==> config.mk <==
export PLATFORM = sky130hd
export DESIGN_NAME = snf_rxdat_flat
export DESIGN_NICKNAME = d
export VERILOG_FILES = /design/src/rtl/snf_rxdat_pkg.sv /design/src/rtl/snf_rxdat_if.sv /design/src/rtl/snf_ll_rx_fifo.sv /design/src/rtl/snf_rxdat.sv /design/src/flat_wrapper.sv
export SDC_FILE = /design/constraint.sdc
export NUM_CORES = 1
export LEC_CHECK = 0
export CAP_MARGIN = 5
export CORE_ASPECT_RATIO = 1.75
export CORE_MARGIN = 10
export CORE_UTILIZATION = 40
export DETAILED_ROUTE_END_ITERATION = 6
export HOLD_SLACK_MARGIN = 0.12
export PLACE_DENSITY = 0.66
export REMOVE_ABC_BUFFERS = 1
export SLEW_MARGIN = 30
export SYNTH_ARGS = -nofsm -noshare
export SYNTH_HDL_FRONTEND = slang
export SYNTH_SLANG_ARGS = --single-unit
==> constraint.sdc <==
create_clock -name clk -period 2.3 [get_ports clk]
set_input_delay 0.23 -clock clk [delete_from_list [all_inputs] [get_ports clk]]
set_output_delay 0.23 -clock clk [all_outputs]
set_load 0.01 [all_outputs]
==> src/rtl/snf_rxdat_pkg.sv <==
// Shared constants and types for the SN-F link-layer RX DAT receiver.
package snf_rxdat_pkg;

    // Default DAT flit width and credit sizing for the RX DAT channel.
    localparam int SNF_DAT_FLIT_WIDTH         = 64;
    localparam int SNF_LL_RXDAT_CRD_MAX       = 4;
    localparam int SNF_LL_RXDAT_CRD_CNT_WIDTH = 4;

    // Location of the opcode field inside a DAT flit.
    localparam int CHIE_DAT_OPCODE_LSB   = 49;
    localparam int CHIE_DAT_OPCODE_WIDTH = 4;

    typedef logic [CHIE_DAT_OPCODE_WIDTH-1:0] dat_opcode_t;

    // DataLCrdReturn only hands an L-credit back; it never carries data.
    localparam dat_opcode_t CHIE_DATLCRDRETURN = 4'h0;
    localparam dat_opcode_t CHIE_DAT_COMPDATA  = 4'h4;

    // Extract the opcode field from a default-width DAT flit.
    function automatic dat_opcode_t dat_opcode(input logic [SNF_DAT_FLIT_WIDTH-1:0] flit);
        return flit[CHIE_DAT_OPCODE_LSB +: CHIE_DAT_OPCODE_WIDTH];
    endfunction

endpackage

==> src/rtl/snf_rxdat_if.sv <==
// RX DAT link and data-buffer handshake bundle.
// Handshake: the link side is credit based (one flit per granted L-credit,
// rxdatlcrdv high for one cycle per credit). The data-buffer side is strict
// valid/ready: a head transfers on a cycle where valid && rdy; while valid is
// high and rdy is low the head flit holds stable and valid stays asserted.
interface snf_rxdat_if;

    logic                                         rxdatflitv;
    logic [snf_rxdat_pkg::SNF_DAT_FLIT_WIDTH-1:0] rxdatflit;
    logic                                         rxdatflitpend;
    logic                                         rxdatlcrdv;
    logic                                         rxdat_dbf_valid_s1;
    logic [snf_rxdat_pkg::SNF_DAT_FLIT_WIDTH-1:0] rxdat_dbf_flit_s1;
    logic                                         dbf_rxdat_rdy_s1;

    // Receiver side (snf_rxdat).
    modport slave (
        input  rxdatflitv, rxdatflit, rxdatflitpend, dbf_rxdat_rdy_s1,
        output rxdatlcrdv, rxdat_dbf_valid_s1, rxdat_dbf_flit_s1
    );

    // Link partner plus data buffer side.
    modport master (
        output rxdatflitv, rxdatflit, rxdatflitpend, dbf_rxdat_rdy_s1,
        input  rxdatlcrdv, rxdat_dbf_valid_s1, rxdat_dbf_flit_s1
    );

endinterface

==> src/rtl/snf_ll_rx_fifo.sv <==
// Parameterised register FIFO for link-layer RX channels. The head reads
// zero when empty; no write-to-read bypass.
module snf_ll_rx_fifo #(
    parameter int WIDTH = 64,
    parameter int DEPTH = 4,
    parameter int CNT_W = 4
) (
    input  logic             clk,
    input  logic             rst,
    input  logic             push,
    input  logic [WIDTH-1:0] din,
    input  logic             pop,
    output logic [WIDTH-1:0] head,
    output logic [CNT_W-1:0] occupancy
);

    localparam int PTR_W = (DEPTH > 1) ? $clog2(DEPTH) : 1;

    logic [WIDTH-1:0] mem_q [DEPTH];
    logic [WIDTH-1:0] mem_d [DEPTH];
    logic [PTR_W-1:0] wr_ptr_q, wr_ptr_d;
    logic [PTR_W-1:0] rd_ptr_q, rd_ptr_d;
    logic [CNT_W-1:0] occ_q, occ_d;
    logic             do_pop;

    assign do_pop    = pop && (occ_q != '0);
    assign head      = (occ_q != '0) ? mem_q[rd_ptr_q] : '0;
    assign occupancy = occ_q;

    // Next-state: write at wr_ptr, read at rd_ptr, both wrapping at DEPTH-1.
    always_comb begin
        mem_d    = mem_q;
        wr_ptr_d = wr_ptr_q;
        rd_ptr_d = rd_ptr_q;
        occ_d    = occ_q;
        if (push) begin
            mem_d[wr_ptr_q] = din;
            wr_ptr_d = (wr_ptr_q == PTR_W'(DEPTH - 1)) ? '0 : wr_ptr_q + PTR_W'(1);
        end
        if (do_pop) begin
            rd_ptr_d = (rd_ptr_q == PTR_W'(DEPTH - 1)) ? '0 : rd_ptr_q + PTR_W'(1);
        end
        case ({push, do_pop})
            2'b10:   occ_d = occ_q + CNT_W'(1);
            2'b01:   occ_d = occ_q - CNT_W'(1);
            default: occ_d = occ_q;
        endcase
    end

    // State registers; reset drops all buffered entries.
    always_ff @(posedge clk or negedge rst) begin
        if (!rst) begin
            mem_q    <= '{default: '0};
            wr_ptr_q <= '0;
            rd_ptr_q <= '0;
            occ_q    <= '0;
        end else begin
            mem_q    <= mem_d;
            wr_ptr_q <= wr_ptr_d;
            rd_ptr_q <= rd_ptr_d;
            occ_q    <= occ_d;
        end
    end

endmodule

==> src/rtl/snf_rxdat.sv <==
// SN-F CHI-E RX DAT link receiver: L-credit grant, credit-sized FIFO,
// DataLCrdReturn absorption and sticky no-credit error flag.
module snf_rxdat
    import snf_rxdat_pkg::*;
#(
    parameter int FLIT_WIDTH    = SNF_DAT_FLIT_WIDTH,
    parameter int CRD_MAX       = SNF_LL_RXDAT_CRD_MAX,
    parameter int CRD_CNT_WIDTH = SNF_LL_RXDAT_CRD_CNT_WIDTH
) (
    input  logic                     clk,
    input  logic                     rst,
    input  logic                     rx_link_active,
    snf_rxdat_if.slave               rx,
    output logic                     rxdat_crd_idle,
    output logic                     rxdat_crd_err,
    output logic [CRD_CNT_WIDTH-1:0] crd_out_dbg,
    output logic [CRD_CNT_WIDTH-1:0] occ_dbg
);

    localparam int SUM_W = CRD_CNT_WIDTH + 1;

    logic                     lcrdv_q, lcrdv_d;
    logic [CRD_CNT_WIDTH-1:0] crd_out_q, crd_out_d;
    logic                     err_q, err_d;
    logic [CRD_CNT_WIDTH-1:0] occ;
    logic [FLIT_WIDTH-1:0]    head;
    logic [SUM_W-1:0]         credit_sum;
    logic                     flit_ok;
    logic                     is_lcrd_return;
    logic                     push;
    logic                     pop;
    logic                     unused_flitpend;

    // Early flit indication carries no information this receiver needs.
    assign unused_flitpend = rx.rxdatflitpend;

    assign flit_ok        = rx.rxdatflitv && (crd_out_q != '0);
    assign is_lcrd_return = (rx.rxdatflit[CHIE_DAT_OPCODE_LSB +: CHIE_DAT_OPCODE_WIDTH]
                             == CHIE_DATLCRDRETURN);
    assign push           = flit_ok && !is_lcrd_return;
    assign pop            = (occ != '0) && rx.dbf_rxdat_rdy_s1;

    // Credit accounting: grant while buffered + outstanding + in-flight grant
    // stays below the FIFO depth; a grant and a consumed flit cancel out.
    always_comb begin
        credit_sum = {1'b0, occ} + {1'b0, crd_out_q} + SUM_W'(lcrdv_q);
        lcrdv_d    = rx_link_active && (credit_sum < SUM_W'(CRD_MAX));
        case ({lcrdv_q, flit_ok})
            2'b10:   crd_out_d = crd_out_q + CRD_CNT_WIDTH'(1);
            2'b01:   crd_out_d = crd_out_q - CRD_CNT_WIDTH'(1);
            default: crd_out_d = crd_out_q;
        endcase
        err_d = err_q || (rx.rxdatflitv && (crd_out_q == '0));
    end

    // Credit and error registers.
    always_ff @(posedge clk or negedge rst) begin
        if (!rst) begin
            lcrdv_q   <= 1'b0;
            crd_out_q <= '0;
            err_q     <= 1'b0;
        end else begin
            lcrdv_q   <= lcrdv_d;
            crd_out_q <= crd_out_d;
            err_q     <= err_d;
        end
    end

    snf_ll_rx_fifo #(
        .WIDTH (FLIT_WIDTH),
        .DEPTH (CRD_MAX),
        .CNT_W (CRD_CNT_WIDTH)
    ) u_fifo (
        .clk       (clk),
        .rst       (rst),
        .push      (push),
        .din       (rx.rxdatflit),
        .pop       (pop),
        .head      (head),
        .occupancy (occ)
    );

    assign rx.rxdatlcrdv         = lcrdv_q;
    assign rx.rxdat_dbf_valid_s1 = (occ != '0);
    assign rx.rxdat_dbf_flit_s1  = head;
    assign rxdat_crd_idle        = (crd_out_q == '0) && !lcrdv_q;
    assign rxdat_crd_err         = err_q;
    assign crd_out_dbg           = crd_out_q;
    assign occ_dbg               = occ;

endmodule
==> src/flat_wrapper.sv <==
// flat-port wrapper written by rule: the top's interface ports become plain ports
module snf_rxdat_flat import snf_rxdat_pkg::*;
#(
    parameter int FLIT_WIDTH    = SNF_DAT_FLIT_WIDTH,
    parameter int CRD_MAX       = SNF_LL_RXDAT_CRD_MAX,
    parameter int CRD_CNT_WIDTH = SNF_LL_RXDAT_CRD_CNT_WIDTH
)
  (clk, rst, rx_link_active, rxdat_crd_idle, rxdat_crd_err, crd_out_dbg, occ_dbg, rx_rxdatflitv, rx_rxdatflit, rx_rxdatflitpend, rx_dbf_rxdat_rdy_s1, rx_rxdatlcrdv, rx_rxdat_dbf_valid_s1, rx_rxdat_dbf_flit_s1);
  snf_rxdat_if rx_i ();
  input  logic clk;
  input  logic rst;
  input  logic rx_link_active;
  output logic rxdat_crd_idle;
  output logic rxdat_crd_err;
  output logic [CRD_CNT_WIDTH-1:0] crd_out_dbg;
  output logic [CRD_CNT_WIDTH-1:0] occ_dbg;
  input wire logic [$bits(rx_i.rxdatflitv)-1:0] rx_rxdatflitv;
  input wire logic [$bits(rx_i.rxdatflit)-1:0] rx_rxdatflit;
  input wire logic [$bits(rx_i.rxdatflitpend)-1:0] rx_rxdatflitpend;
  input wire logic [$bits(rx_i.dbf_rxdat_rdy_s1)-1:0] rx_dbf_rxdat_rdy_s1;
  output wire logic [$bits(rx_i.rxdatlcrdv)-1:0] rx_rxdatlcrdv;
  output wire logic [$bits(rx_i.rxdat_dbf_valid_s1)-1:0] rx_rxdat_dbf_valid_s1;
  output wire logic [$bits(rx_i.rxdat_dbf_flit_s1)-1:0] rx_rxdat_dbf_flit_s1;
  assign rx_i.rxdatflitv = rx_rxdatflitv;
  assign rx_i.rxdatflit = rx_rxdatflit;
  assign rx_i.rxdatflitpend = rx_rxdatflitpend;
  assign rx_i.dbf_rxdat_rdy_s1 = rx_dbf_rxdat_rdy_s1;
  assign rx_rxdatlcrdv = rx_i.rxdatlcrdv;
  assign rx_rxdat_dbf_valid_s1 = rx_i.rxdat_dbf_valid_s1;
  assign rx_rxdat_dbf_flit_s1 = rx_i.rxdat_dbf_flit_s1;
  snf_rxdat #(.FLIT_WIDTH(FLIT_WIDTH), .CRD_MAX(CRD_MAX), .CRD_CNT_WIDTH(CRD_CNT_WIDTH)) u_core (.clk(clk), .rst(rst), .rx_link_active(rx_link_active), .rx(rx_i), .rxdat_crd_idle(rxdat_crd_idle), .rxdat_crd_err(rxdat_crd_err), .crd_out_dbg(crd_out_dbg), .occ_dbg(occ_dbg));
endmodule
== Yosys cells after proc, flatten, opt, wreduce, memory -nomap -nowiden ==
Cells that the tools add are included.
Storage, ports and cells
  bits in registers: 270
  logic and storage cells: 58
  input bits: 70
  output and inout port bits: 76
Cells by class
  add/subtract/negate cells: 8
  equal/unequal tests: 6
  muxes and demuxes: 11
  bitwise operators: 2
  reductions and logical operators: 17
  $lt $le $gt $ge: 4
Operators with widths (count)
  bitwise mux 256 bit: 1
  two-way mux 64 bit: 4
  binary-select mux 64 bit (select 2 bit): 1
  demux 64 bit (select 2 bit): 1
  case mux 4 bit (2 select lines): 2
  adder 4 x 1 -> 4 bit (second input constant): 2
  == test 2 bit (second input constant): 4
  logical AND 1 bit: 8
  logical NOT 4 bit: 2
  nonzero test 4 bit: 2
  subtractor 4 x 1 -> 4 bit (second input constant): 2
  greater-or-equal comparator 3 bit (second input constant): 2
  inverter 2 -> 3 bit: 2
  adder 4 x 4 -> 5 bit: 1
  adder 5 x 1 -> 5 bit: 1
  < comparator 5 x 3 -> 1 bit (second input constant): 1
  adder 2 x 1 -> 2 bit (second input constant): 2
  == test 2 x 1 -> 1 bit (second input constant): 2
  two-way mux 2 bit: 2
  nonzero test 2 bit: 2
  < comparator 3 x 1 -> 1 bit (second input constant): 1
  logical NOT 1 bit: 2
  logical OR 1 bit: 1

== Depth between registers and ports, before layout ==
Gate-level depths: netlist of the first run.
  word-level depth: 6
  gate-level depth with buffers: 10
  gate-level depth less buffers: 10

== By module ==
Synthesis of the first run repeated with hierarchy kept, for this count alone.
Second synthesis, totals
  cells, all modules: 783
  area, all modules: 12433.2 um^2
Modules (own cells, without submodules)
  snf_ll_rx_fifo: seq. area each 6606.3 um^2, cells each 734, area each 11906.4 um^2, times used 1
  snf_rxdat: seq. area each 150.1 um^2, cells each 49, area each 526.8 um^2, times used 1

== Least setup slack after synthesis of the first run ==
No wires, ideal clock.
  path type: reg-to-reg
  start point: register u_core.crd_out_q[1] (netlist: u_core.crd_out_dbg[1])
  end point: register u_core.crd_out_q[3] (netlist: u_core.crd_out_dbg[3])
  arrival: 2.305 ns
  stages on the path, launching flop included: 8
  clock period less this slack: 2.421 ns
  path slack: -0.121 ns
  path buffers: 0
  data required time: 2.184 ns
  setup time: 0.116 ns
  cell sequence: dfrtp_1 > nor4_1 > and2b_2 > ha_1 > ha_1 > a21oi_1 > o21ai_0 > o311ai_0
Between the ends
  cells in the longest elaborated chain, start to end: 4
  elaborated cells on any way between the ends: 8
  those cells by class: add/sub (2); eq/ne (2); mux (1); reduce/logical (3)
Ends and longest elaborated chain
  from (decl): RTL line snf_rxdat.sv:23  | logic [CRD_CNT_WIDTH-1:0] crd_out_q, crd_out_d;
  from (signal assigned): RTL line snf_rxdat.sv:64  | crd_out_q <= crd_out_d;
  parallel branches: the longest is 4 deep, another holds subtractor 4 x 1 -> 4 bit
Parallel ways; which one is timed is not known.
A chain may end at the register's enable or synchronous reset.

== Worst setup path after layout of the first run ==
  start point: register u_core.u_fifo.rd_ptr_q[0]
  end point: output port rx_rxdat_dbf_flit_s1[21]
Between the ends
  cells in the longest elaborated chain, start to end: 5
Ends and longest elaborated chain
  from (decl): RTL line snf_ll_rx_fifo.sv:22  | logic [PTR_W-1:0] rd_ptr_q, rd_ptr_d;
  from (signal assigned): RTL line snf_ll_rx_fifo.sv:60  | rd_ptr_q <= rd_ptr_d;
  inverter 2 -> 3 bit (not written as such): RTL line snf_ll_rx_fifo.sv:27  | assign head = (occ_q != '0) ? mem_q[rd_ptr_q] : '0;
  binary-select mux 64 bit (select 2 bit): RTL line snf_ll_rx_fifo.sv:27
  two-way mux 64 bit (not written as such) (2 in series): RTL line snf_ll_rx_fifo.sv:27
  two-way mux 64 bit: RTL line snf_ll_rx_fifo.sv:27
  to (decl): RTL line flat_wrapper.sv:23  | output wire logic [$bits(rx_i.rxdat_dbf_flit_s1)-1:0] rx_rxdat_dbf_flit_s1;
Every way passes these cells. The select of a mux whose other input is x is not followed.

==> metrics, run 1 <==
H-tree depth 1; CP startpoint u_core.u_fifo.rd_ptr_q[0]$_DFFE_PN0P_; Rows 85; Inst Count DP 1321; GR Layer Usage met3 2.640%; die span in y 254.0 um; register area share after synthesis 53.97%; dominant synthesized flop cell dfrtp_1; CP required 2070 ps; Starting Density 40.59%; share of total power in the clock network 16.4%; Avg Inst Size Synth 16.03 um2; Yosys top cell area share 53.97%; synth warn 0; GR peak layer met2; Static Leak 6.943 nW; P&R area growth vs syn 28.53%; synth top area cells dfrtp_1 (54%), mux2_2 (23%), mux4_2 (12%), and2_1 (3.2%), clkbuf_8 (2.6%); Final Hold Fails 0; clk_skew 8.925 ps; CP max stage cell dfrtp_4; critical path startpoint category flip-flop; wire per inst 20.62 um; Post-route DRC 0; crit-path leading delay family buffers and inverters; Place WS -149.3 ps; Crit path largest cell delay 510 ps; critical path cell sequence buf_12, buf_12, buf_16, mux4_2, and2_1, buf_2; EDFF count, synth 0; Detailed Route Iter0 Violations 228; initial antenna violation count 2; die width 153.7 um; Post-Route WL 28620 um; area leader, netlist dfrtp_1; Ant. Diodes 0; flops & latches, synth 270; Mapped Area 0.01252 mm2; Sequential Power Share 31.6%; Clock Tree Root clkbuf_16; met2 GRT Util 27.20%; ys async rst share 100.0%; most common cell in the synthesized netlist dfrtp_1; met1 global-route usage 16.49%; crit path max fanout 6; Die Area 0.03905 mm2; Switching Power 8.003 mW; share of layout cells above drive strength 1 56.97%; Distinct cells, synth 36; worst vdd ir 0.8531 mV; worst-margin pin slew 554.8 ps; Reg2Reg Setup Slack 60 ps; # IOs 146; first-pass GRT wire length 45750 um; largest net degree at the start of global routing 70; slew margin rel. 63.02%; setup TNS -3111 ps; CTS Buffer Depth 3; minimum clock period 2404 ps; Sw Ratio 30.11%; input/output buffers 144; Setup CP Type reg -> out; area post-placement 0.01467 mm2; WP data arrival 2170 ps; Reg clk slew, reported paths 70 ps; core region area 0.03084 mm2; Hold Path Class in -> async; r2r startpoint u_core.u_fifo.occupancy[2]$_DFFE_PN0P_; CTS Buf Count 27; failing checks negative setup slack; fin cells 1388; Nets 1065; TritonCTS clock tree built; vias in the first global route 8152; DR vias/cell 5.206; final worst slack -104.1 ps; Internal 18.58 mW; post-layout util 52.17%; global route overflow 0; fin crit share 104.5%; Sink Count 270; maximum clock frequency 416.0 MHz; Synth Instances 781; Antenna Violating Nets Remaining 0; Gate power share 52.0%; PD cells 1652 mW/mm2; RR Endpoint u_core.u_fifo.occupancy[2]$_DFFE_PN0P_; status complete, but fails checks; Skew-Pair Late Insertion Delay 540 ps; final setup vio count 37; gpl congestion 0.7158; max cap viols 0; Fin Hold WS 262.2 ps; worst reg-to-reg path cell count 10; Max Slew Vio Count 0; total power 26.58 mW; Pre-Repair DR Iteration Count 4; post-route design area 0.01609 mm2; cell mode on critical path buf_12; crit end category output pin; top cells by count, synth dfrtp_1 (270), mux2_2 (258), and2_1 (64), mux4_2 (64), clkbuf_8 (24); RSZ-0062 raised after global routing true; fill count 2618; Overall Global Routing Usage 14.62%; Critical path buffers and inverters 4; hpwl dp 18400 um; Vias 7226
[metal layers]
metal,up-vias,share of wire (%)
li1,3251,-
met1,3821,38
met2,112,55
met3,38,4.0
met4,4,2.2
met5,-,0.094
[power by group through the flow]
stage,Combinational (mW),Sequential (mW),Clock [mW]
5_1_grt,14.9,8.68,4.69
4_1_cts,13.5,8.38,4.51
2_1_floorplan,7.06,8.48,0
3_5_place_dp,12.4,8.47,0
3_3_place_gp,12.3,8.34,0
6_report,13.8,8.41,4.36
[area by class of cell]
| cell class | count | area (um2) | area share [%] |
|---|---|---|---|
| clock buffers | 43 | 825.8 | 5.133 |
| clock inverters | 4 | 50.05 | 0.3111 |
| inverters | 10 | 37.54 | 0.2333 |
| multi-input cells | 455 | 5499 | 34.18 |
| flip-flops and latches | 270 | 6764 | 42.04 |
| well taps | 391 | 489.2 | 3.041 |
| repair buffers | 215 | 2424 | 15.06 |
[cells in the final DEF, fill, tap and decap left out, types with 10 or more instances in the layout]
cell,netlist,final
and2_4,0,51
mux2_2,258,258
ha_1,15,12
buf_12,0,26
and2_1,64,13
buf_6,0,52
inv_1,10,10
clkbuf_16,0,27
mux4_2,64,64
buf_2,6,13
clkdlybuf4s50_1,0,77
dfrtp_1,270,268
buf_4,0,36
[state kept, by name, summed over array words and instances, names as in the netlist]
signal,cells
u_core.u_fifo.occupancy,4
u_core.rx.rxdatlcrdv,1
u_core.u_fifo.rd_ptr_q,2
u_core.rxdat_crd_err,1
u_core.crd_out_dbg,4
u_core.u_fifo.wr_ptr_q,2
u_core.u_fifo.mem_q,256
[repair_timing]
item / CTS / global route
pin swaps: 33 / 4
endpoints found under the hold margin: 100 / 0
buffers inserted: 12 / 4
hold buffers: 1 / 0
gates resized for setup: 354 / 45
gates cloned: 7 / 0
setup endpoints to repair: 70 / 67
[logic make-up after synthesis]
logic type	Yosys count	share of synthesized area, %
buffers and inverters	56	3.658
AND/OR/NAND/NOR	96	4.778
multiplexers	322	34.72
XOR/XNOR	7	0.4898
adder cells (fa/ha/maj)	16	1.659
flip-flops	270	53.97
AO/OA/AOI/OAI	14	0.7197
[worst max path at each step]
stage | to | slack [ps] | cells past startpoint
floorplan | rx_rxdat_dbf_flit_s1[0] | -1380 | 2
global placement | u_core.u_fifo.occupancy[2]$_DFFE_PN0P_ | -160 | 11
detailed placement | u_core.u_fifo.occupancy[3]$_DFFE_PN0P_ | -150 | 9
CTS | rx_rxdat_dbf_flit_s1[7] | -160 | 6
global route | rx_rxdat_dbf_flit_s1[21] | -170 | 6
finish | rx_rxdat_dbf_flit_s1[21] | -100 | 6
(Power assumes the default switching activity.)
==> inputs of run 2 (changes only) <==
Settings changed: HOLD_SLACK_MARGIN 0.12 to 0.08.
==> results of run 2 <==
No change in the layout: final DEF, timing and power equal those of run 1.
